[src/rtl/latch_mutex_arbiter.sv]
// latch_mutex_arbiter: round-robin mutex for N self-timed requesters.
// Requests are synchronised; grants use a guard gap and optional hold timeout.
module latch_mutex_arbiter #(
  parameter int N           = 4,
  parameter int SYNC_STAGES = 2,
  parameter int GUARD       = 1,
  parameter int TIMEOUT     = 0,
  localparam int OW = (N > 1) ? $clog2(N) : 1,
  localparam int TW = (TIMEOUT > 0) ? $clog2(TIMEOUT + 1) : 1,
  localparam int GW = (GUARD > 0) ? $clog2(GUARD + 1) : 1
) (
  input  logic          clk,
  input  logic          rst,
  input  logic [N-1:0]  req,
  input  logic          err_clr,
  output logic [N-1:0]  gnt,
  output logic [OW-1:0] owner,
  output logic          busy,
  output logic          err
);

  typedef enum logic [1:0] {
    S_IDLE,
    S_GRANT,
    S_REVOKE,
    S_GUARD
  } state_e;

  localparam logic [TW-1:0] TMAX  = TW'(TIMEOUT);
  localparam logic [GW-1:0] GLAST = GW'((GUARD > 0) ? GUARD - 1 : 0);
  localparam state_e        REL_ST = (GUARD > 0) ? S_GUARD : S_IDLE;

  logic [SYNC_STAGES-1:0][N-1:0] sync_q;
  logic [N-1:0]  req_s;

  state_e        state_q, state_d;
  logic [N-1:0]  gnt_q, gnt_d;
  logic [OW-1:0] owner_q, owner_d;
  logic [OW-1:0] ptr_q, ptr_d;
  logic [TW-1:0] timer_q, timer_d;
  logic [GW-1:0] gcnt_q, gcnt_d;
  logic          err_q, err_d;

  logic [OW-1:0] sel;
  logic [OW:0]   cand;
  logic          found;
  logic [OW-1:0] nxt;

  always_ff @(posedge clk or negedge rst) begin
    if (!rst) begin
      sync_q <= '0;
    end else begin
      sync_q[0] <= req;
      for (int i = 1; i < SYNC_STAGES; i++) begin
        sync_q[i] <= sync_q[i-1];
      end
    end
  end

  assign req_s = sync_q[SYNC_STAGES-1];

  // first set request at or after ptr, wrapping mod N
  always_comb begin
    sel   = '0;
    cand  = '0;
    found = 1'b0;
    for (int k = 0; k < N; k++) begin
      cand = {1'b0, ptr_q} + (OW+1)'(k);
      if (cand >= (OW+1)'(N)) begin
        cand = cand - (OW+1)'(N);
      end
      if (!found && req_s[cand[OW-1:0]]) begin
        found = 1'b1;
        sel   = cand[OW-1:0];
      end
    end
  end

  assign nxt = (owner_q == OW'(N - 1)) ? '0 : owner_q + 1'b1;

  always_comb begin
    state_d = state_q;
    gnt_d   = gnt_q;
    owner_d = owner_q;
    ptr_d   = ptr_q;
    timer_d = timer_q;
    gcnt_d  = gcnt_q;
    err_d   = err_q;
    if (err_clr) begin
      err_d = 1'b0;
    end
    unique case (state_q)
      S_IDLE: begin
        if (found) begin
          owner_d    = sel;
          gnt_d      = '0;
          gnt_d[sel] = 1'b1;
          timer_d    = '0;
          state_d    = S_GRANT;
        end
      end
      S_GRANT: begin
        if (!req_s[owner_q]) begin
          gnt_d   = '0;
          ptr_d   = nxt;
          gcnt_d  = '0;
          state_d = REL_ST;
        end else begin
          if (timer_q != '1) begin
            timer_d = timer_q + 1'b1;
          end
          // owner still holding after TIMEOUT cycles: revoke, flag err
          if (TIMEOUT > 0 && timer_d == TMAX) begin
            gnt_d   = '0;
            err_d   = 1'b1;
            ptr_d   = nxt;
            state_d = S_REVOKE;
          end
        end
      end
      S_REVOKE: begin
        if (!req_s[owner_q]) begin
          gcnt_d  = '0;
          state_d = REL_ST;
        end
      end
      S_GUARD: begin
        if (gcnt_q == GLAST) begin
          state_d = S_IDLE;
        end else begin
          gcnt_d = gcnt_q + 1'b1;
        end
      end
    endcase
  end

  always_ff @(posedge clk or negedge rst) begin
    if (!rst) begin
      state_q <= S_IDLE;
      gnt_q   <= '0;
      owner_q <= '0;
      ptr_q   <= '0;
      timer_q <= '0;
      gcnt_q  <= '0;
      err_q   <= 1'b0;
    end else begin
      state_q <= state_d;
      gnt_q   <= gnt_d;
      owner_q <= owner_d;
      ptr_q   <= ptr_d;
      timer_q <= timer_d;
      gcnt_q  <= gcnt_d;
      err_q   <= err_d;
    end
  end

  assign gnt   = gnt_q;
  assign owner = owner_q;
  assign busy  = (state_q != S_IDLE);
  assign err   = err_q;

endmodule

[config.mk]
export PLATFORM = sky130hd
export DESIGN_NAME = latch_mutex_arbiter
export DESIGN_NICKNAME = d
export VERILOG_FILES = /design/src/rtl/latch_mutex_arbiter.sv
export SDC_FILE = /design/constraint.sdc
export NUM_CORES = 1
export LEC_CHECK = 0
export ABC_AREA = 1
export BUFFER_PORTS_ARGS = -buffer_cell sky130_fd_sc_hd__buf_2
export CORE_UTILIZATION = 29
export CTS_BUF_LIST = sky130_fd_sc_hd__clkbuf_4 sky130_fd_sc_hd__clkbuf_8
export CTS_CLUSTER_SIZE = 40
export DETAILED_ROUTE_END_ITERATION = 12
export GPL_ROUTABILITY_DRIVEN = 1
export PLACE_DENSITY = 0.52
export SLEW_MARGIN = 10
export SYNTH_ARGS = -nofsm -noshare
export SYNTH_HDL_FRONTEND = slang
export SYNTH_SLANG_ARGS = --single-unit
[constraint.sdc]
create_clock -name clk -period 1.3 [get_ports clk]
set_input_delay 0.39 -clock clk [delete_from_list [all_inputs] [get_ports clk]]
set_output_delay 0.39 -clock clk [all_outputs]
set_load 0.01 [all_outputs]
==> qor.yml, run 1 <==
status: "complete, but fails checks"
violations: "setup timing"
grt.overflow.total: 0
multi_input_comb_area_um2: 754
routedWlPerCell_um: 11.4
clkTransAtPathRegs_ns: 0.07
final-setup-viol-count: 12
worstRegToRegCells: 12
wl_um: 2610
pin_count: 15
rr_endpoint: "gnt[1]$_DFFE_PN0P_"
synth_cell_types: 24
first_pass_iters: 4
powerDensity_nw_per_um2: 2810
root_buffer: "clkbuf_8"
cts_hold_buf: 0
cts_buffer_depth: 2
syn_inst: 139
startpoint_type: "register"
hp-class: "in2async"
required_ns: 1.50
critPathCaptureType: "register"
dp_hpwl_um: 1800
syn_area_um2: 1090
cp-startpoint: "ptr_q[0]$_DFFE_PN0P_"
dp_slack_ns: -0.286
core_um2: 3470
track_usage_pct: 14.6
cp.arrival_ns: 1.78
final_common_cell: "nand2_1"
place_area_um2: 1330
clkLatencyLatePin_ns: 0.26
area_delta_synth_final_pct: 57.6
synth-seq-area-share_pct: 41.5
drtIter0Drc: 25
fill_cells: 346
drc_errors: 0
gp_congestion: 0.805
power_uw: 4810
p_leak_uw: 0.000902
clock.fmax_mhz: 635
io_buffers: 12
grt_pass1_vias: 1045
reg2reg_from: "ptr_q[0]$_DFFE_PN0P_"
min_period_ns: 1.57
cts_tree: "built"
grt_pass1_wl_um: 4560
drive_gt1_share_pct: 61.0
fin_tns_setup_ns: -2.36
rsz0062_at_grt: "yes"
start_util_pct: 31.3
finalWorstSetupSlack_ns: -0.275
synth-seq-cells: 18
crit_end: "gnt[1]$_DFFE_PN0P_"
final_nets: 194
h-tree-depth: 1
min_period_over_period_pct: 121
vias_per_cell: 4.53
synth.yosys.warnings: 0
grt_max_degree: 19
r2r_slack_ns: -0.27
cts_buffers: 3
ir_worst_vdd_uv: 1140
clock-skew-final_ns: 0.00395
avgSynthCellArea_um2: 7.81
antenna_found_initial: 0
finalMaxSlewViolations: 0
syn_nets: 150
die_w_um: 63.2
via_count: 1033
postRouteAntennaNets: 0
cts.sinks: 18
register_area_um2: 455
postLayoutCellArea_um2: 1710
path_max_fanout: 5
antenna_cells: 0
rows: 21
hold_violations: 0
max_cap_violations: 0
crit_type: "reg2reg"
die_area_um2: 3990
final_cell_mix: "32 x nand2_1, 22 x buf_4, 19 x nand2_2, 14 x dfrtp_1, 11 x nand2_4"
fp.dieH_um: 63.2
critical path: stages (launching register included):
cell and delay [ns]:
dfrtp_2 0.48, buf_6 0.16, nand2_4 0.05, nand2_4 0.07
nand2_4 0.08, nand2_4 0.07, nor2_8 0.15, nand3b_4 0.12
inv_4 0.07, nand2_4 0.06, nand2_4 0.08, nand2_2 0.05
nand2_2 0.05
sequential cells by signal (all words and copies together) (netlist names):
register and flops:
ptr_q 2, state_q 2, owner 2, req_s 4, gnt 4, sync_q 4
synth_stat cells, drive strengths merged:
library cell  instances  area, um2
a21oi                 3       15.0
a211oi                1       7.51
dfrtp                18        450
nand2                62        275
buf                   2       15.0
nand3                10       55.1
conb                  1       3.75
a31oi                 1       6.26
inv                  16       60.1
nand3b                4       42.5
o31ai                 1       7.51
o21ai                 7       38.8
o211ai                1       7.51
ha                    4       50.1
nand4                 2       12.5
nor2                  6       38.8
area by class of cell:
cell class              count  share of cell area [%]
clock buffers               4                    3.22
multi-input cells         103                    44.1
repair buffers             40                    18.2
repair inverters            1                   0.439
well taps                  46                    3.36
flip-flops and latches     18                    26.6
inverters                  16                    4.09
power by group:
group          switching [uW]  internal [uW]  total [uW]
combinational            1870           1580        3450
clock                     187            269         457
sequential                190            715         905
total                    2250           2560        4810
routing by layer:
metal | GRT usage (%) | share of wire [%] | up-vias
met5 | 0 | 0 | -
met4 | 5.97 | 2.2 | 0
met3 | 2.36 | 1.6 | 7
met2 | 26.2 | 53 | 13
met1 | 17.0 | 43 | 483
li1 | - | - | 530
cell families after synthesis:
family | count (synthesis) | share of synthesized area [%]
adder cells (fa/ha/maj) | 4 | 4.61
buffers and inverters | 18 | 6.91
AO/OA/AOI/OAI | 14 | 7.60
AND/OR/NAND/NOR | 84 | 39.1
flip-flops | 18 | 41.5
other | 1 | 0.345
repair_timing:
item,in CTS,in global routing
endpoints found under the setup margin,13,13
buffers inserted,7,4
hold endpoints to repair,0,0
pin swaps,17,16
gates cloned,0,1
gates resized for setup,31,39
worst min-delay path by stage:
stage                                   to           startpoint  slack (ns)
CTS                 state_q[0]$_DFFE_PN0P_                  rst        0.06
detailed placement      req_s[1]$_DFF_PN0_  sync_q[1]$_DFF_PN0_        0.33
finish              state_q[0]$_DFFE_PN0P_                  rst        0.05
global placement        req_s[2]$_DFF_PN0_  sync_q[2]$_DFF_PN0_        0.33
floorplan               gnt[0]$_DFFE_PN0P_                  rst        0.09
global route        state_q[0]$_DFFE_PN0P_                  rst        0.08
through the flow:
stage | hold WS (ns) | std cells | utilization, %
global route | 0.0782 | 228 | 49.4
floorplan | 0.0944 | 139 | -
CTS | 0.0644 | 223 | 44.7
global placement | 0.333 | 212 | 38.4
detailed placement | 0.335 | 212 | 38.4
finish | 0.0500 | 228 | 49.4
(Power assumes the default switching activity.)
==> run 2: changes to the inputs <==
CORE_MARGIN = 4   (was default)
SKIP_CTS_REPAIR_TIMING = 1   (was default)
==> run 2 against run 1 <==
  * The flow still finishes with violations (setup timing)
  * Non-clock buffer count down 7
  * Setup slack better by 0.021 ns
  * Power down 10%
  * Clock skew shrank 0.00057 ns
  * Global-route usage down 4.6 points
  * Die area grew 20%
  * Register-to-register slack better by 0.02 ns
  * Critical path depth shrank 1
  * Critical endpoint is now gnt[2]$_DFFE_PN0P_
==> qor.yml, run 2 (synthesized netlist as in run 1, its figures left out) <==
status: "complete, but fails checks"  # unchanged
violations: "setup timing"  # unchanged
rows: 21  # unchanged
io_buffers: 12  # unchanged
pwr-share-comb_pct: 70.8  # was 71.7%
startpoint_type: "register"  # unchanged
dp_hpwl_um: 1810  # was 1800 um
finalMaxSlewViolations: 0  # unchanged
switching_share_pct: 47.1  # was 46.8%
intPower_uw: 2290  # was 2560 uW
powerDensity_nw_per_um2: 2740  # was 2810 nW/um2
clkPwrFrac_pct: 8.8  # was 9.5%
routedWlPerCell_um: 11.3  # was 11.4 um
cp-startpoint: "ptr_q[0]$_DFFE_PN0P_"  # unchanged
fill_cells: 349  # was 346
rsz0062_at_grt: "yes"  # unchanged
grt_pass1_vias: 955  # was 1045
crit_type: "reg2reg"  # unchanged
gp_congestion: 0.809  # was 0.805
reg2reg_from: "ptr_q[0]$_DFFE_PN0P_"  # unchanged
place_area_um2: 1330  # about the same
pin_count: 15  # unchanged
final_nets: 186  # was 194
clkLatencyLatePin_ns: 0.25  # was 0.26 ns
antenna_cells: 0  # unchanged
grt_max_degree: 19  # unchanged
fp.dieH_um: 69.2  # was 63.2 um
final_cell_mix: "37 x nand2_1, 15 x dfrtp_1, 15 x buf_4, 14 x nand2_2, 10 x nand2_4"  # was 32 x nand2_1, 22 x buf_4, 19 x nand2_2, 14 x dfrtp_1, 11 x nand2_4
via_count: 984  # was 1033
cts_buffer_depth: 2  # unchanged
postRouteAntennaNets: 0  # unchanged
ir_worst_vdd_uv: 1100  # was 1140 uV
vias_per_cell: 4.49  # was 4.53
drc_errors: 0  # unchanged
r2r_slack_ns: -0.25  # was -0.27 ns
h-tree-depth: 1  # unchanged
die_area_um2: 4790  # was 3990 um2
hp-class: "in2async"  # unchanged
worstRegToRegCells: 11  # was 12
seqPwrFrac_pct: 20.4  # was 18.8%
p_leak_uw: 0.000857  # was 0.000902 uW
critPathCaptureType: "register"  # unchanged
cts_tree: "built"  # unchanged
antenna_found_initial: 0  # unchanged
die_w_um: 69.2  # was 63.2 um
register_area_um2: 454  # was 455 um2
slowest_stage: "dfrtp_2"  # unchanged
first_pass_iters: 4  # unchanged
clock-skew-final_ns: 0.00337  # was 0.00395 ns
final-setup-viol-count: 13  # was 12
grt_pass1_wl_um: 3970  # was 4560 um
stdcell_count: 219  # was 228
clkTransAtPathRegs_ns: 0.07  # about the same
placed_cells: 211  # was 212
cp.arrival_ns: 1.70  # was 1.78 ns
finalWorstSetupSlack_ns: -0.254  # was -0.275 ns
cts_buffers: 3  # unchanged
path_max_fanout: 5  # unchanged
root_buffer: "clkbuf_8"  # unchanged
hold_ws_ns: 0.0634  # was 0.0500 ns
rr_endpoint: "gnt[2]$_DFFE_PN0P_"  # was gnt[1]$_DFFE_PN0P_
fin_util_pct: 45.5  # was 49.4%
postLayoutCellArea_um2: 1580  # was 1710 um2
crit_chain: "buf_6 -> nand2_4 -> nand2_4 -> nand2_4 -> nand2_8 -> nor2_8 -> nand3b_4 -> nand2_1 -> inv_1 -> nand3_1 -> nand2_2"  # was buf_6 -> nand2_4 -> nand2_4 -> nand2_4 -> nand2_4 -> nor2_8 -> nand3b_4 -> inv_4 -> nand2_4 -> nand2_4 -> nand2_2 -> nand2_2
track_usage_pct: 10.0  # was 14.6%
min_period_over_period_pct: 120  # was 121%
power_uw: 4330  # was 4810 uW
final_common_cell: "nand2_1"  # unchanged
hold_violations: 0  # unchanged
switchingPower_uw: 2040  # was 2250 uW
critPathMaxStageDelay_ns: 0.45  # was 0.48 ns
wl_um: 2470  # was 2610 um
start_util_pct: 31.3  # unchanged
crit_top_cell: "nand2_4"  # unchanged
required_ns: 1.45  # was 1.50 ns
grt.overflow.total: 0  # unchanged
drtIter0Drc: 27  # was 25
multi_input_comb_area_um2: 703  # was 754 um2
clock.fmax_mhz: 644  # was 635 MHz
min_period_ns: 1.55  # was 1.57 ns
area_delta_synth_final_pct: 45.3  # was 57.6%
core_um2: 3470  # unchanged
drive_gt1_share_pct: 49.1  # was 61.0%
max_cap_violations: 0  # unchanged
cts.sinks: 18  # unchanged
run 2: cell types whose count changed in the layout (fill, tap and decap cells not counted), sizes merged:
| cell | change |
|---|---|
| buf | -7 |
| clkinvlp | -1 |
| clkbuf | -1 |
run 2: stage by stage:
stage               setup slack (ns)  setup TNS (ns)
floorplan                    -0.0838          -0.527
global placement              -0.251           -1.90
detailed placement            -0.274           -2.07
CTS                           -0.281           -2.55
global route                  -0.358           -3.35
finish                        -0.254           -2.22
run 2: layout make-up:
type,instances,share of cell area (%)
clock buffer,3,2.62
inverter,16,3.97
multi-input combinational,103,44.6
sequential,18,28.8
tap,46,3.65
timing repair buffer,33,16.4
run 2: critical path, delay by kind of cell, from the launching register on:
kind / cells / cell delay (ns)
simple gates: 9 / 0.77
flops: 1 / 0.45
buf+inv: 2 / 0.22
run 2: layer usage:
metal  vias up  routed length [um]  global-route usage, %
li1        510                   -                      -
met1       451                1090                   12.0
met2        15                1240                   17.7
met3         8                  65                   1.30
met4         0                  68                   4.56
met5         -                   0                      0
run 2: power by group through the flow:
stage	registers (uW)	clock network [uW]	logic, uW
floorplan	865	0	1620
global placement	838	0	2320
detailed placement	840	0	2380
CTS	831	397	2390
global route	903	423	3400
finish	882	379	3070
run 2: worst max-delay path by stage:
stage,to,slack (ns),cells after the start
3_5_place_dp,gnt[2]$_DFFE_PN0P_,-0.27,11
6_report,gnt[2]$_DFFE_PN0P_,-0.25,11
5_1_grt,gnt[0]$_DFFE_PN0P_,-0.36,11
3_3_place_gp,gnt[0]$_DFFE_PN0P_,-0.25,11
2_1_floorplan,state_q[0]$_DFFE_PN0P_,-0.08,11
4_1_cts,gnt[2]$_DFFE_PN0P_,-0.28,11
